==> src/rtl/maze_lookup_arbiter.sv <==
// Purpose: round-robin share of the maze map read port among the movers; also paces them with a move tick.
// Latency: in-bounds lookup RD_LAT+2 cycles from the grant edge to resp_valid_o; out-of-bounds lookup 1 cycle.
// Backpressure: one lookup in flight; requesters hold req_i until their resp_valid_o bit. Optional macro: PACMAN_PRIORITY_EN.
module maze_lookup_arbiter #(
   parameter int NUM_REQ  = 5,
   parameter int XOFFSET  = 24,
   parameter int YOFFSET  = 130,
   parameter int MAP_W    = 380,
   parameter int MAP_H    = 432,
   parameter int RD_LAT   = 1,
   parameter int TICK_DIV = 1000000
) (
   input  logic                    clk_i,
   input  logic                    rst_ni,
   input  logic [NUM_REQ-1:0]      req_i,
   input  logic [10*NUM_REQ-1:0]   req_x_i,
   input  logic [10*NUM_REQ-1:0]   req_y_i,
   output logic                    map_rd_en_o,
   output logic [9:0]              map_col_o,
   output logic [9:0]              map_row_o,
   input  logic [3:0]              map_data_i,
   output logic [NUM_REQ-1:0]      resp_valid_o,
   output logic [3:0]              resp_dirs_o,
   output logic                    resp_oob_o,
   output logic                    move_tick_o,
   output logic                    tick_overrun_o
);

   localparam int IW = (NUM_REQ > 2) ? $clog2(NUM_REQ) : 1;
   localparam int TW = $clog2(TICK_DIV);
   localparam logic [IW:0]   NREQ_W  = (IW+1)'(NUM_REQ);
   localparam logic [IW-1:0] LAST_ID = IW'(NUM_REQ-1);

   typedef enum logic [1:0] {IDLE, READ, WAIT, RESP} state_t;

   state_t               state_q;
   logic [IW-1:0]        gnt_q;
   logic [IW-1:0]        rr_ptr_q;
   logic [IW-1:0]        rr_ptr_d;
   logic [1:0]           wait_q;
   logic                 map_rd_en_q;
   logic [9:0]           map_col_q;
   logic [9:0]           map_row_q;
   logic [NUM_REQ-1:0]   resp_valid_q;
   logic [3:0]           resp_dirs_q;
   logic                 resp_oob_q;
   logic [TW-1:0]        tick_cnt_q;
   logic                 tick_overrun_q;

   logic                 win_vld;
   logic [IW-1:0]        win_id;
   logic [IW:0]          idx_sum;
   logic [IW-1:0]        idx;
   logic [9:0]           win_x;
   logic [9:0]           win_y;
   logic [10:0]          col_sum;
   logic [10:0]          row_sum;
   logic                 win_oob;
   logic [NUM_REQ-1:0]   win_oh;
   logic [NUM_REQ-1:0]   gnt_oh;

   // Pick the winner: first set req bit at or above rr_ptr, wrapping; pacman may jump the queue.
   always_comb begin
      win_vld = 1'b0;
      win_id  = '0;
      idx_sum = '0;
      idx     = '0;
      for (int i = 0; i < NUM_REQ; i++) begin
         idx_sum = {1'b0, rr_ptr_q} + (IW+1)'(i);
         if (idx_sum >= NREQ_W) begin
            idx_sum = idx_sum - NREQ_W;
         end
         idx = idx_sum[IW-1:0];
         if (!win_vld && req_i[idx]) begin
            win_vld = 1'b1;
            win_id  = idx;
         end
      end
`ifdef PACMAN_PRIORITY_EN
      if (req_i[0]) begin
         win_vld = 1'b1;
         win_id  = '0;
      end
`endif
   end

   // Winner coordinates, offset into map space with one spare bit so overflow reads as out of bounds.
   always_comb begin
      win_x = '0;
      win_y = '0;
      for (int i = 0; i < NUM_REQ; i++) begin
         if (IW'(i) == win_id) begin
            win_x = req_x_i[10*i +: 10];
            win_y = req_y_i[10*i +: 10];
         end
      end
      col_sum = {1'b0, win_x} + 11'(XOFFSET);
      row_sum = {1'b0, win_y} + 11'(YOFFSET);
      win_oob = (col_sum >= 11'(MAP_W)) || (row_sum >= 11'(MAP_H));
      win_oh  = NUM_REQ'(1) << win_id;
      gnt_oh  = NUM_REQ'(1) << gnt_q;
   end

   // Round-robin pointer moves past the served requester; pacman grants leave it alone when prioritised.
   always_comb begin
      rr_ptr_d = (gnt_q == LAST_ID) ? '0 : gnt_q + IW'(1);
`ifdef PACMAN_PRIORITY_EN
      if (gnt_q == '0) begin
         rr_ptr_d = rr_ptr_q;
      end
`endif
   end

   // Lookup FSM with registered map strobe/address and response outputs.
   always_ff @(posedge clk_i or negedge rst_ni) begin
      if (!rst_ni) begin
         state_q      <= IDLE;
         gnt_q        <= '0;
         rr_ptr_q     <= '0;
         wait_q       <= '0;
         map_rd_en_q  <= 1'b0;
         map_col_q    <= '0;
         map_row_q    <= '0;
         resp_valid_q <= '0;
         resp_dirs_q  <= '0;
         resp_oob_q   <= 1'b0;
      end else begin
         map_rd_en_q  <= 1'b0;
         resp_valid_q <= '0;
         case (state_q)
            IDLE: begin
               if (win_vld) begin
                  gnt_q <= win_id;
                  if (win_oob) begin
                     resp_valid_q <= win_oh;
                     resp_dirs_q  <= 4'b0000;
                     resp_oob_q   <= 1'b1;
                     state_q      <= RESP;
                  end else begin
                     map_col_q   <= col_sum[9:0];
                     map_row_q   <= row_sum[9:0];
                     map_rd_en_q <= 1'b1;
                     state_q     <= READ;
                  end
               end
            end
            READ: begin
               wait_q  <= 2'(RD_LAT-1);
               state_q <= WAIT;
            end
            WAIT: begin
               if (wait_q == 2'd0) begin
                  resp_dirs_q  <= map_data_i;
                  resp_oob_q   <= 1'b0;
                  resp_valid_q <= gnt_oh;
                  state_q      <= RESP;
               end else begin
                  wait_q <= wait_q - 2'd1;
               end
            end
            RESP: begin
               rr_ptr_q    <= rr_ptr_d;
               resp_dirs_q <= '0;
               resp_oob_q  <= 1'b0;
               state_q     <= IDLE;
            end
            default: state_q <= IDLE;
         endcase
      end
   end

   assign move_tick_o = (tick_cnt_q == TW'(TICK_DIV-1));

   // Free-running move tick divider and sticky overrun flag, independent of the lookup FSM.
   always_ff @(posedge clk_i or negedge rst_ni) begin
      if (!rst_ni) begin
         tick_cnt_q     <= '0;
         tick_overrun_q <= 1'b0;
      end else begin
         tick_cnt_q <= move_tick_o ? '0 : tick_cnt_q + TW'(1);
         if (move_tick_o && ((req_i != '0) || (state_q != IDLE))) begin
            tick_overrun_q <= 1'b1;
         end
      end
   end

   assign map_rd_en_o    = map_rd_en_q;
   assign map_col_o      = map_col_q;
   assign map_row_o      = map_row_q;
   assign resp_valid_o   = resp_valid_q;
   assign resp_dirs_o    = resp_dirs_q;
   assign resp_oob_o     = resp_oob_q;
   assign tick_overrun_o = tick_overrun_q;

endmodule

==> config.mk <==
export PLATFORM = sky130hd
export DESIGN_NAME = maze_lookup_arbiter
export DESIGN_NICKNAME = d
export VERILOG_FILES = /design/src/rtl/maze_lookup_arbiter.sv
export SDC_FILE = /design/constraint.sdc
export NUM_CORES = 1
export LEC_CHECK = 0
export BUFFER_PORTS_ARGS = -buffer_cell sky130_fd_sc_hd__buf_2
export CORE_MARGIN = 1.5
export CORE_UTILIZATION = 54
export DETAILED_ROUTE_END_ITERATION = 16
export GPL_ROUTABILITY_DRIVEN = 0
export PLACE_DENSITY = 0.81
export SETUP_SLACK_MARGIN = 0.3
export SLEW_MARGIN = 15
export SYNTH_ARGS = -nofsm -noshare
export SYNTH_HDL_FRONTEND = slang
export SYNTH_SLANG_ARGS = --single-unit
==> constraint.sdc <==
create_clock -name clk_i -period 7.2 [get_ports clk_i]
set_input_delay 0.36 -clock clk_i [delete_from_list [all_inputs] [get_ports clk_i]]
set_output_delay 0.36 -clock clk_i [all_outputs]
set_load 0.005 [all_outputs]
After elaboration in Yosys (flattened, before gate mapping)
Index checks and enable logic that the tools add are counted.
- register bits: 62
- input port bits: 111
- logic and storage cells: 135
- add/sub/neg operators: 14
- order comparisons: 12
- equal/unequal tests: 13
- shift operators: 2
- mux-type cells: 58
- bitwise gates (word level): 1
- reduce and logical (&&, ||, !) cells: 23
- operators by type and width (cell ; number):
    two-way mux 10 bit ; 10
    two-way mux 3 bit ; 11
    >= comparator 11 x 9 -> 1 bit (second input constant) ; 2
    adder 20 x 1 -> 20 bit (second input constant) ; 1
    == test 20 bit (second input constant) ; 1
    less-than comparator 3 x 4 -> 1 bit (second input constant) ; 5
    two-way mux 20 bit ; 1
    >= comparator 4 x 3 -> 1 bit (second input constant) ; 4
    two-way mux 1 bit ; 16
    binary-select mux 1 bit (select 3 bit) ; 5
    two-way mux 5 bit ; 3
    subtractor 3 bit (second input constant) ; 5
    two-way mux 4 bit ; 3
    case mux 4 bit (3 select lines) ; 1
    adder 10 x 5 -> 11 bit (second input constant) ; 1
    adder 10 x 8 -> 11 bit (second input constant) ; 1
    case mux 5 bit (2 select lines) ; 1
    << shifter 1 x 3 -> 5 bit (first input constant) ; 2
    adder 3 x 2 -> 4 bit (second input constant) ; 2
    two-way mux 2 bit ; 4
    != test 2 bit (second input constant) ; 4
    case mux 2 bit (4 select lines) ; 1
    == test 2 x 3 -> 1 bit (first input constant) ; 2
    AND reduction 2 bit ; 3
    other kinds (23) ; 34

Depth between registers and ports, before layout
Gate-level depths: netlist (run 1).
- depth after elaboration: 29
- depth in mapped cells: 30
- mapped depth without buffers: 23

Worst setup path after synthesis (run 1)
Ideal clock, no wire load.
- path kind: reg-to-reg
- start: register rr_ptr_q[0]
- end: register map_col_q[4] (netlist: map_col_o[4])
- setup time: 0.128 ns
- arrival time: 6.217 ns
- path slack: 0.856 ns
- cell stages (with the launch flop): 28
- buffers on the path: 5
- clock period less this slack: 6.344 ns
- cells stage by stage: dfrtp_1 buf_4 buf_4 clkinv_1 ha_1 ha_1 a21oi_2 mux2_4 a2111o_1 or3_1 o311a_1 o21ai_4 buf_6 clkbuf_1 nand2_1 and3_1 a311oi_1 a21oi_1 ha_1 inv_1 o31ai_1 nor4_1 xnor2_1 o32ai_2 o221ai_2 nor3b_4 buf_6 mux2_1
- word-level cells in the longest chain between the ends: 28
- elaborated cells between the ends (all ways): 69
- classes of those cells: 11 x add/sub; 7 x order compare; 4 x eq/ne; 35 x mux; 1 x bitwise; 11 x reduce/logical
- ends and longest elaborated chain (what ; RTL line ; text):
    start, declared ; 38 ; logic [IW-1:0] rr_ptr_q;
    start signal, assigned ; 162 ; rr_ptr_q <= rr_ptr_d;
    branches (longest 28 deep; another with adder 3 x 1 -> 4 bit) ; - ;
    end signal, assigned ; 140 ; map_col_q <= col_sum[9:0];
    end, declared ; 42 ; logic [9:0] map_col_q;
Parallel ways; which one is timed is not known. The select of a mux whose other input is x is not followed.
A chain may end at the register's enable or synchronous reset.

Worst setup path in the final report (run 1)
- start: register rr_ptr_q[1]
- end: register map_col_q[4] (netlist: map_col_o[4])
- word-level cells in the longest chain between the ends: 28
- elaborated cells between the ends (all ways): 69
- classes of those cells: 11 x add/sub; 7 x order compare; 4 x eq/ne; 35 x mux; 1 x bitwise; 11 x reduce/logical
- ends and longest elaborated chain (what ; RTL line ; text):
    branches (longest 16 deep; another with adder 3 x 1 -> 4 bit) ; - ;
    two-way mux 3 bit * ; 74 ; if (!win_vld && req_i[idx]) begin
    logical NOT 3 bit ; 92 ; if (IW'(i) == win_id) begin
    two-way mux 10 bit (4 in a row) ; 92 ;
    two-way mux 10 bit * ; 92 ;
    adder 10 x 5 -> 11 bit * ; 97 ; col_sum = {1'b0, win_x} + 11'(XOFFSET);
    named net col_sum[3] ; 56 ; logic [10:0] col_sum;
    >= comparator 11 x 9 -> 1 bit * ; 99 ; win_oob = (col_sum >= 11'(MAP_W)) || (row_sum >= 11'(MAP_H));
    logical OR 1 bit * ; 99 ;
    NOT 1 bit (no source line) * ; - ;
    AND reduction 3 bit (no source line) * ; - ;
Mark *: on every way through the listed nets, which the timed path passes. The select of a mux whose other input is x is not followed.

==> results.sh, run 1 <==
export IMPL_synth_ff_latch_count=62
export IMPL_worst_pin_slew_ns=0.770
export IMPL_synth_top_flop_cell="sky130_fd_sc_hd__dfrtp_1"
export IMPL_firstDrtPassIters=6
export IMPL_pin_count_of_the_biggest_net_entering_global_routing=63
export IMPL_crit_path_start_kind="flop"
export IMPL_antenna_violation_net_count_after_detailed_routing=0
export IMPL_post_route_worst_setup_slack_ns=0.789
export IMPL_grt_overflow=0
export IMPL_syn_cell_area_um2=5450
export IMPL_timing_critical_path_cells="inv_1 -> ha_1 -> ha_1 -> a21oi_2 -> mux2_4 -> a2111o_1 -> or3_1 -> o311a_1 -> o21ai_4 -> buf_4 -> mux2_2 -> a222oi_1 -> buf_4 -> ha_1 -> inv_1 -> a41oi_1 -> nor4_1 -> o32ai_2 -> o221ai_2 -> nor3b_4 -> buf_6 -> mux2_1"
export IMPL_cts_sinks=62
export IMPL_die_w_um=103
export IMPL_fmaxAchievable_ghz=0.156
export IMPL_cts_buffers_inserted=9
export IMPL_netlist_instances=624
export IMPL_cts_reportedPaths_clkPinSlew_ns=0.07
export IMPL_synth_edf_count=0
export IMPL_finalHoldWorstSlack_ns=0.192
export IMPL_fp_coreArea_um2=9770
export IMPL_critical_path_arrival_ns=6.64
export IMPL_start_util=0.558
export IMPL_yosys_warnings=0
export IMPL_synth_distinct_cells=80
export IMPL_postSynthNetCount=758
export IMPL_areaGrowthSynthToFinish_pct=19.8
export IMPL_critPathCaptureType="flop"
export IMPL_initialDrtViolationCount=423
export IMPL_post_route_cells_drive_above_1_share=0.303
export IMPL_status="finished, final reports clean"
export IMPL_reg2regPathDepth=22
export IMPL_final_max_slew_violation_count=0
export IMPL_final_setup_viol_count=0
export IMPL_worst_r2r_endpoint="map_col_o[4]"
export IMPL_timing_max_slew_rel_slack=0.487
export IMPL_yosys_area_top_type_share=0.285
export IMPL_io_pins=144
export IMPL_worstSetupPathType="reg2reg"
export IMPL_totalNegativeSetupSlack_ns=0
export IMPL_worst_r2r_startpoint="rr_ptr_q[1]"
export IMPL_globalRouteTotalUtil=0.286
export IMPL_placement_setup_worst_slack_ns=0.272
export IMPL_timing_critical_path_slowest_cell_delay_ns=0.51
export IMPL_final_core_utilization=0.668
export IMPL_clockRootBuffer="sky130_fd_sc_hd__clkbuf_8"
export IMPL_post_synth_cell_area_avg_um2=8.74
export IMPL_ys_async_sr_fraction=1.00
export IMPL_htreeDepth=3
export IMPL_synth_yosys_seq_area_share=0.285
export IMPL_route_detailed_wl_per_inst_um=17.3
export IMPL_worstHoldPathType="in2async"
export IMPL_reg2reg_setup_slack_ns=0.79
export IMPL_netlist_top_cells_area="sky130_fd_sc_hd__dfrtp_1 (28%), sky130_fd_sc_hd__mux2i_1 (5.7%), sky130_fd_sc_hd__nand2_1 (5.1%)"
export IMPL_finalNetCount=898
export IMPL_wirelength_um=15600
export IMPL_die_area_um2=10700
export IMPL_global_route_wire_length_before_repair_um=24000
export IMPL_timing_final_hold_violations=0
export IMPL_num_antenna_cells=0
export IMPL_clock_tree_from_tritoncts="yes"
export IMPL_clock_skew_final_ns=0.00810
export IMPL_numPortBuffers=143
export IMPL_first_global_vias=4926
export IMPL_dp_hpwl_um=12000
export IMPL_finalCritPeriodShare=0.890
export IMPL_critical_path_top_cell_by_count="sky130_fd_sc_hd__ha_1"
export IMPL_max_cap_violations=0
export IMPL_critPathSlowestCell="sky130_fd_sc_hd__dfrtp_2"
export IMPL_rows=36
export IMPL_period_needed_ns=6.41
export IMPL_num_vias=5515
export IMPL_number_of_antenna_violations_at_the_first_check_in_global_routing=0
export IMPL_clkLatencyLatePin_ns=0.35
export IMPL_drt_drc_violations_left=0
export IMPL_worstPathRequired_ns=7.43
export IMPL_drt_vias_per_instance=6.11
export IMPL_worstPathMaxFanout=21
export IMPL_post_synth_top_area_cell="sky130_fd_sc_hd__dfrtp_1"
export IMPL_die_h_um=103
export IMPL_cts_path_max_buffers=2
export IMPL_rsz0062_at_grt="no"
-- per-layer routing --
layer / track usage / vias up / wire, um
li1: - / 2571 / -
met1: 0.396 / 2635 / 6520
met2: 0.461 / 270 / 7610
met3: 0.0370 / 39 / 1170
met4: 0.102 / 0 / 301
met5: 0 / - / 0
-- how the worst max path moves through the flow --
stage          cells after the start            to        start  slack [ns]
6_report                          22  map_col_o[4]  rr_ptr_q[1]        0.79
5_1_grt                           24  map_col_o[3]  rr_ptr_q[0]        0.31
4_1_cts                           23  map_col_o[4]  rr_ptr_q[1]        0.44
3_5_place_dp                      23  map_col_o[4]  rr_ptr_q[1]        0.27
3_3_place_gp                      23  map_col_o[3]  rr_ptr_q[1]        0.54
2_1_floorplan                     27  map_col_o[4]  rr_ptr_q[0]        0.86
-- repair_timing --
item,CTS,global route
gates resized for setup,1,5
setup endpoints to repair,11,30
pin swaps,0,2
hold buffers,0,0
setup buffers,0,8
-- synth_stat cells (9+ instances only) --
master / n
sky130_fd_sc_hd__nand3_1: 23
sky130_fd_sc_hd__xor2_1: 10
sky130_fd_sc_hd__nand2_1: 74
sky130_fd_sc_hd__ha_1: 22
sky130_fd_sc_hd__dfrtp_1: 62
sky130_fd_sc_hd__nor3_1: 16
sky130_fd_sc_hd__o31ai_1: 10
sky130_fd_sc_hd__and3_1: 12
sky130_fd_sc_hd__mux2i_1: 31
sky130_fd_sc_hd__mux2_4: 11
sky130_fd_sc_hd__mux2_2: 12
sky130_fd_sc_hd__o211ai_1: 11
sky130_fd_sc_hd__clkbuf_1: 17
sky130_fd_sc_hd__buf_2: 9
sky130_fd_sc_hd__o21ai_0: 35
sky130_fd_sc_hd__nor2_1: 35
sky130_fd_sc_hd__inv_1: 34
sky130_fd_sc_hd__xnor2_1: 23
sky130_fd_sc_hd__a21oi_1: 21
sky130_fd_sc_hd__nand2b_1: 9
-- sequential cells by signal, summed over array words and instances (netlist names) --
| register | cells |
|---|---|
| gnt_q | 3 |
| resp_oob_o | 1 |
| map_col_o | 10 |
| map_rd_en_o | 1 |
| resp_dirs_o | 4 |
| state_q | 2 |
| wait_q | 2 |
| rr_ptr_q | 3 |
| map_row_o | 10 |
| tick_cnt_q | 20 |
| tick_overrun_o | 1 |
| resp_valid_o | 5 |
-- cell usage in the layout (no fill, tap or decap), drive strengths merged, types with 4 or more instances in the layout --
cell type,instances
xor2,10
clkbuf,12
nor3,16
o211ai,12
nor4,8
nand2,74
or3,4
nand3,23
o31ai,11
and3,12
nand4,8
nor2,36
mux2,27
ha,22
a211oi,8
nor2b,8
xnor2,23
inv,34
a21oi,23
a31oi,6
and2,6
o21ai,38
o2bb2ai,4
mux4,4
buf,164
a221oi,5
nand2b,9
mux2i,31
dfrtp,62
-- kinds of logic after synthesis --
kind of cell,count (synthesis),synth area share
xor+xnor,33,0.0530
buf+inv,70,0.0592
mux,62,0.137
compound gates,154,0.210
fa+ha+maj,23,0.0542
simple gates,220,0.202
flops,62,0.285
-- stage by stage --
stage	cell area [um2]	instances
final	6530	902
after detailed placement	6240	878
after global routing	6530	902
after floorplan	5450	624
after CTS	6460	894
after global placement	6240	878
-- layout make-up --
type | count | area (um2)
clock buffers | 12 | 145
clock inverters | 4 | 70.1
fillers | 821 | 3240
inverters | 35 | 135
multi-input cells | 492 | 3580
flip-flops and latches | 62 | 1550
well taps | 133 | 166
repair buffers | 164 | 877
-- critical path, delay by kind of cell (launching register included) --
| kind | cells | cell delay, ns |
|---|---|---|
| flops | 1 | 0.51 |
| mux | 3 | 1.01 |
| fa+ha+maj | 3 | 0.77 |
| simple gates | 3 | 0.71 |
| compound gates | 8 | 2.32 |
| buf+inv | 5 | 0.95 |
Power of run 1 is left out: the tool's default activity adds up to more than one toggle a clock period on the data nets, which glitch-free logic cannot reach.
==> run 2: changes to the inputs <==
- CELL_PAD_IN_SITES_DETAIL_PLACEMENT: not set -> 1
- CELL_PAD_IN_SITES_GLOBAL_PLACEMENT: not set -> 2
- CORE_UTILIZATION: 54 -> 32
- PLACE_DENSITY: 0.81 -> not set
- PLACE_DENSITY_LB_ADDON: not set -> 0.1
==> results.sh, run 2 (same netlist as run 1, synthesis figures left out) <==
export IMPL_final_max_slew_violation_count=0
export IMPL_crit_path_start_kind="flop"
export IMPL_worstHoldPathType="in2async"
export IMPL_most_common_layout_cells="sky130_fd_sc_hd__buf_2 (143), sky130_fd_sc_hd__nand2_1 (74), sky130_fd_sc_hd__dfrtp_1 (61)"
export IMPL_final_setup_viol_count=0
export IMPL_layoutNonFillerInstCount=997
export IMPL_placement_setup_worst_slack_ns=0.179
export IMPL_crit_cells=24
export IMPL_totalNegativeSetupSlack_ns=0
export IMPL_rsz0062_at_grt="no"
export IMPL_num_vias=5347
export IMPL_total_cell_area_at_the_placement_stage_um2=6380
export IMPL_max_ffs_per_register=20
export IMPL_areaGrowthSynthToFinish_pct=25.6
export IMPL_critical_path_arrival_ns=6.77
export IMPL_worstSetupPathType="reg2reg"
export IMPL_finalCritPeriodShare=0.913
export IMPL_start_util=0.328
export IMPL_global_route_wire_length_before_repair_um=30400
export IMPL_grt_util_met3=0.0274
export IMPL_global_route_usage_met2=0.343
export IMPL_timing_final_hold_violations=0
export IMPL_timing_critical_path_slowest_cell_delay_ns=0.55
export IMPL_status="finished, final reports clean"
export IMPL_wirelength_um=19100
export IMPL_clock_skew_final_ns=0.00820
export IMPL_cts_buffers_inserted=9
export IMPL_clock_tree_from_tritoncts="yes"
export IMPL_timing_max_slew_rel_slack=0.448
export IMPL_worstPathRequired_ns=7.40
export IMPL_grt_overflow=0
export IMPL_initialDrtViolationCount=257
export IMPL_cts_sinks=62
export IMPL_numPortBuffers=143
export IMPL_drt_vias_per_instance=5.36
export IMPL_critPathCaptureType="flop"
export IMPL_first_global_vias=5600
export IMPL_global_route_usage_met1=0.309
export IMPL_number_of_antenna_violations_at_the_first_check_in_global_routing=3
export IMPL_route_detailed_wl_per_inst_um=19.2
export IMPL_post_route_worst_setup_slack_ns=0.630
export IMPL_filler_cell_count=1973
export IMPL_pin_count_of_the_biggest_net_entering_global_routing=63
export IMPL_critical_path_top_cell_by_count="sky130_fd_sc_hd__buf_4"
export IMPL_multiInputGateArea_um2=3620
export IMPL_post_route_cells_drive_above_1_share=0.313
export IMPL_grt_busiest_layer="met2"
export IMPL_antenna_violation_net_count_after_detailed_routing=0
export IMPL_post_route_cell_area_um2=6850
export IMPL_placedCellCount=969
export IMPL_worstPathMaxFanout=21
export IMPL_die_h_um=134
export IMPL_critical_path_top_delay_family="compound AO/OA/AOI/OAI gates"
export IMPL_rows=47
export IMPL_layout_cells_most_common="sky130_fd_sc_hd__buf_2"
export IMPL_max_cap_violations=0
export IMPL_seq_area_um2=1550
export IMPL_timing_critical_path_cells="inv_1 -> ha_4 -> ha_1 -> a21oi_2 -> mux2_4 -> a2111o_1 -> o31ai_1 -> o211a_2 -> nor2_1 -> buf_4 -> and3_1 -> a311oi_1 -> a21oi_1 -> ha_1 -> inv_1 -> o31ai_1 -> nor4_1 -> xnor2_1 -> o32ai_2 -> o221ai_2 -> buf_4 -> nor3b_4 -> buf_4 -> mux2_1"
export IMPL_clockRootBuffer="sky130_fd_sc_hd__clkbuf_16"
export IMPL_globalRouteTotalUtil=0.216
export IMPL_postCtsHoldBufs=0
export IMPL_drt_drc_violations_left=0
export IMPL_die_area_um2=17800
export IMPL_firstDrtPassIters=4
export IMPL_finalNetCount=903
export IMPL_regMostFlops="tick_cnt_q"
export IMPL_reg2regPathDepth=24
export IMPL_dp_hpwl_um=15000
export IMPL_critPathSlowestCell="sky130_fd_sc_hd__dfrtp_2"
export IMPL_path_buf_inv=5
export IMPL_fmaxAchievable_ghz=0.152
export IMPL_fp_coreArea_um2=16600
export IMPL_clkLatencyLatePin_ns=0.33
export IMPL_io_pins=144
export IMPL_cts_reportedPaths_clkPinSlew_ns=0.06
export IMPL_htreeDepth=3
export IMPL_period_needed_ns=6.57
export IMPL_cts_path_max_buffers=2
export IMPL_worst_pin_slew_ns=0.828
export IMPL_die_w_um=134
==> run 2: cell types whose count changed in the layout (fill, tap and decap cells not counted), sizes merged <==
cell    delta
buf        +4
o21ai      +1
clkbuf     +1
clkinv     -1
diode      +3
==> run 2: timing repair <==
| item | 4_1_cts | 5_1_grt |
|---|---|---|
| pin swaps | 1 | 2 |
| endpoints found under the setup margin | 15 | 26 |
| cloned | 0 | 1 |
| resized for setup | 2 | 9 |
| buffers inserted | 0 | 8 |
==> run 2: stage by stage <==
stage	utilization	hold slack [ns]
finish	0.411	0.201
global route	0.411	0.271
CTS	0.404	0.249
detailed placement	0.383	0.480
global placement	0.383	0.464
floorplan	-	0.0644
==> run 2: final cells by class <==
class / count / share of cell area
antenna: 3 / 0.00110
inverter: 35 / 0.0197
clock buffer: 13 / 0.0395
clock inverter: 3 / 0.00950
multi-input combinational: 493 / 0.529
timing repair buffer: 168 / 0.134
tap: 220 / 0.0402
sequential: 62 / 0.227
==> run 2: final timing paths <==
kind,start,end,slack [ns]
worst max-delay path,rr_ptr_q[1],map_col_o[4],0.63
worst min-delay path,rst_ni,tick_cnt_q[4],0.20
worst max register to register,rr_ptr_q[1],map_col_o[4],0.63
worst min register to register,resp_dirs_o[0],resp_dirs_o[0],0.49
max in group asynchronous,rst_ni,rr_ptr_q[1],6.40
min in group clk_i,map_data_i[0],resp_dirs_o[0],0.27
==> run 2: worst register-to-register path, cell delays in order, from the launching register on <==
cell and delay, ns:
sky130_fd_sc_hd__dfrtp_2 0.55, sky130_fd_sc_hd__inv_1 0.23, sky130_fd_sc_hd__ha_4 0.21, sky130_fd_sc_hd__ha_1 0.42, sky130_fd_sc_hd__a21oi_2 0.25, sky130_fd_sc_hd__mux2_4 0.31
sky130_fd_sc_hd__a2111o_1 0.48, sky130_fd_sc_hd__o31ai_1 0.41, sky130_fd_sc_hd__o211a_2 0.30, sky130_fd_sc_hd__nor2_1 0.12, sky130_fd_sc_hd__buf_4 0.24, sky130_fd_sc_hd__and3_1 0.16
sky130_fd_sc_hd__a311oi_1 0.24, sky130_fd_sc_hd__a21oi_1 0.11, sky130_fd_sc_hd__ha_1 0.27, sky130_fd_sc_hd__inv_1 0.06, sky130_fd_sc_hd__o31ai_1 0.11, sky130_fd_sc_hd__nor4_1 0.33
sky130_fd_sc_hd__xnor2_1 0.13, sky130_fd_sc_hd__o32ai_2 0.29, sky130_fd_sc_hd__o221ai_2 0.14, sky130_fd_sc_hd__buf_4 0.18, sky130_fd_sc_hd__nor3b_4 0.17, sky130_fd_sc_hd__buf_4 0.35
sky130_fd_sc_hd__mux2_1 0.37
==> run 2: layer usage <==
metal / vias to the layer above / part of all wire
li1: 2573 / -
met1: 2649 / 0.49
met2: 110 / 0.47
met3: 15 / 0.025
met4: 0 / 0.014
met5: - / 0
Power of run 2 is left out for the same reason.
==> run 3: changes to the inputs <==
- RECOVER_POWER: not set -> 25
==> results.sh, run 3 (same netlist as run 1, synthesis figures left out) <==
export IMPL_status="complete, but fails checks"
export IMPL_violations="max-capacitance violations, max-slew violations"
export IMPL_fp_coreArea_um2=16600
export IMPL_worstSetupPathType="reg2reg"
export IMPL_first_global_vias=5600
export IMPL_post_route_cells_drive_above_1_share=0.311
export IMPL_max_cap_violations=1
export IMPL_final_setup_viol_count=0
export IMPL_num_vias=5345
export IMPL_drt_drc_violations_left=0
export IMPL_most_common_layout_cells="sky130_fd_sc_hd__buf_2 (143), sky130_fd_sc_hd__nand2_1 (74), sky130_fd_sc_hd__dfrtp_1 (61)"
export IMPL_cts_sinks=62
export IMPL_worstPathRequired_ns=7.40
export IMPL_dp_hpwl_um=15000
export IMPL_wirelength_um=19100
export IMPL_areaGrowthSynthToFinish_pct=25.5
export IMPL_critPathCaptureType="flop"
export IMPL_crit_path_start_kind="flop"
export IMPL_die_h_um=134
export IMPL_final_max_slew_violation_count=63
export IMPL_start_util=0.328
export IMPL_htreeDepth=3
export IMPL_grt_overflow=0
export IMPL_placement_setup_worst_slack_ns=0.179
export IMPL_hp_start="map_data_i[0]"
export IMPL_clock_skew_final_ns=0.00820
export IMPL_totalNegativeSetupSlack_ns=0
export IMPL_numPortBuffers=143
export IMPL_firstDrtPassIters=4
export IMPL_holdPathEnd="resp_dirs_o[0]"
export IMPL_worstHoldPathCells=3
export IMPL_globalRouteTotalUtil=0.216
export IMPL_io_pins=144
export IMPL_layout_cells_most_common="sky130_fd_sc_hd__buf_2"
export IMPL_regMostFlops="tick_cnt_q"
export IMPL_timing_max_slew_rel_slack=-1.31
export IMPL_die_w_um=134
export IMPL_clockRootBuffer="sky130_fd_sc_hd__clkbuf_16"
export IMPL_post_route_worst_setup_slack_ns=0.630
export IMPL_antenna_violation_net_count_after_detailed_routing=0
export IMPL_rows=47
export IMPL_worstPathMaxFanout=21
export IMPL_number_of_antenna_violations_at_the_first_check_in_global_routing=3
export IMPL_drt_vias_per_instance=5.36
export IMPL_grt_util_met3=0.0274
export IMPL_finalCritPeriodShare=0.913
export IMPL_reg2regPathDepth=24
export IMPL_global_route_usage_met1=0.309
export IMPL_timing_final_hold_violations=0
export IMPL_pin_count_of_the_biggest_net_entering_global_routing=63
export IMPL_finalNetCount=903
export IMPL_grt_busiest_layer="met2"
export IMPL_clkLatencyLatePin_ns=0.33
export IMPL_clock_tree_from_tritoncts="yes"
export IMPL_die_area_um2=17800
export IMPL_global_route_wire_length_before_repair_um=30400
export IMPL_period_needed_ns=6.57
export IMPL_worst_r2r_startpoint="rr_ptr_q[1]"
export IMPL_route_detailed_wl_per_inst_um=19.2
export IMPL_global_route_usage_met2=0.343
export IMPL_fmaxAchievable_ghz=0.152
export IMPL_max_ffs_per_register=20
export IMPL_worst_r2r_endpoint="map_col_o[4]"
export IMPL_reg2reg_setup_slack_ns=0.63
export IMPL_rsz0062_at_grt="no"
export IMPL_cts_path_max_buffers=2
export IMPL_cts_reportedPaths_clkPinSlew_ns=0.05
export IMPL_cts_buffers_inserted=9
export IMPL_worst_pin_slew_ns=3.47
export IMPL_initialDrtViolationCount=257
export IMPL_critical_path_arrival_ns=6.77
export IMPL_worstHoldPathType="in2reg"
export IMPL_finalHoldWorstSlack_ns=0.267
-- run 3: worst max-delay path by stage --
stage | from | to | slack (ns) | cells after the start
2_1_floorplan | rr_ptr_q[0] | map_col_o[4] | 0.86 | 27
5_1_grt | rr_ptr_q[1] | map_col_o[4] | 0.32 | 23
6_report | rr_ptr_q[1] | map_col_o[4] | 0.63 | 24
3_5_place_dp | rr_ptr_q[1] | map_col_o[4] | 0.18 | 22
3_3_place_gp | rr_ptr_q[1] | map_col_o[3] | 0.28 | 25
4_1_cts | rr_ptr_q[1] | map_col_o[4] | 0.49 | 24
-- run 3: through the flow --
stage | util | instances | instance area, um2
global placement | 0.383 | 969 | 6380
global route | 0.411 | 997 | 6840
floorplan | - | 624 | 5450
CTS | 0.404 | 985 | 6720
finish | 0.411 | 997 | 6840
detailed placement | 0.383 | 969 | 6380
-- run 3: cell type report --
class / count / area [um2]
multi-input cells: 493 / 3620
fillers: 1974 / 9800
inverters: 35 / 135
well taps: 220 / 275
diodes: 3 / 7.51
repair buffers: 168 / 912
flip-flops and latches: 62 / 1550
clock buffers: 13 / 270
clock inverters: 3 / 65.1
-- run 3: critical path: stages (launching register included) --
cell and delay [ns]:
sky130_fd_sc_hd__dfrtp_2 0.55, sky130_fd_sc_hd__inv_1 0.23, sky130_fd_sc_hd__ha_4 0.21, sky130_fd_sc_hd__ha_1 0.42, sky130_fd_sc_hd__a21oi_2 0.25, sky130_fd_sc_hd__mux2_4 0.31, sky130_fd_sc_hd__a2111o_1 0.48, sky130_fd_sc_hd__o31ai_1 0.41
sky130_fd_sc_hd__o211a_2 0.30, sky130_fd_sc_hd__nor2_1 0.12, sky130_fd_sc_hd__buf_4 0.24, sky130_fd_sc_hd__and3_1 0.16, sky130_fd_sc_hd__a311oi_1 0.24, sky130_fd_sc_hd__a21oi_1 0.11, sky130_fd_sc_hd__ha_1 0.27, sky130_fd_sc_hd__inv_1 0.06
sky130_fd_sc_hd__o31ai_1 0.11, sky130_fd_sc_hd__nor4_1 0.33, sky130_fd_sc_hd__xnor2_1 0.13, sky130_fd_sc_hd__o32ai_2 0.29, sky130_fd_sc_hd__o221ai_2 0.14, sky130_fd_sc_hd__buf_4 0.18, sky130_fd_sc_hd__nor3b_4 0.17, sky130_fd_sc_hd__buf_4 0.35
sky130_fd_sc_hd__mux2_1 0.36
-- run 3: what timing repair did --
item / CTS / global route
hold buffers: 0 / 0
setup endpoints to repair: 15 / 26
setup buffers: 0 / 8
pin swaps: 1 / 2
gates cloned: 0 / 1
gates resized for setup: 2 / 9
-- run 3: metal layers --
metal	vias to the layer above	routed length (um)
li1	2573	-
met1	2647	9450
met2	110	8910
met3	15	486
met4	0	264
met5	-	0
Power of run 3 is left out for the same reason.
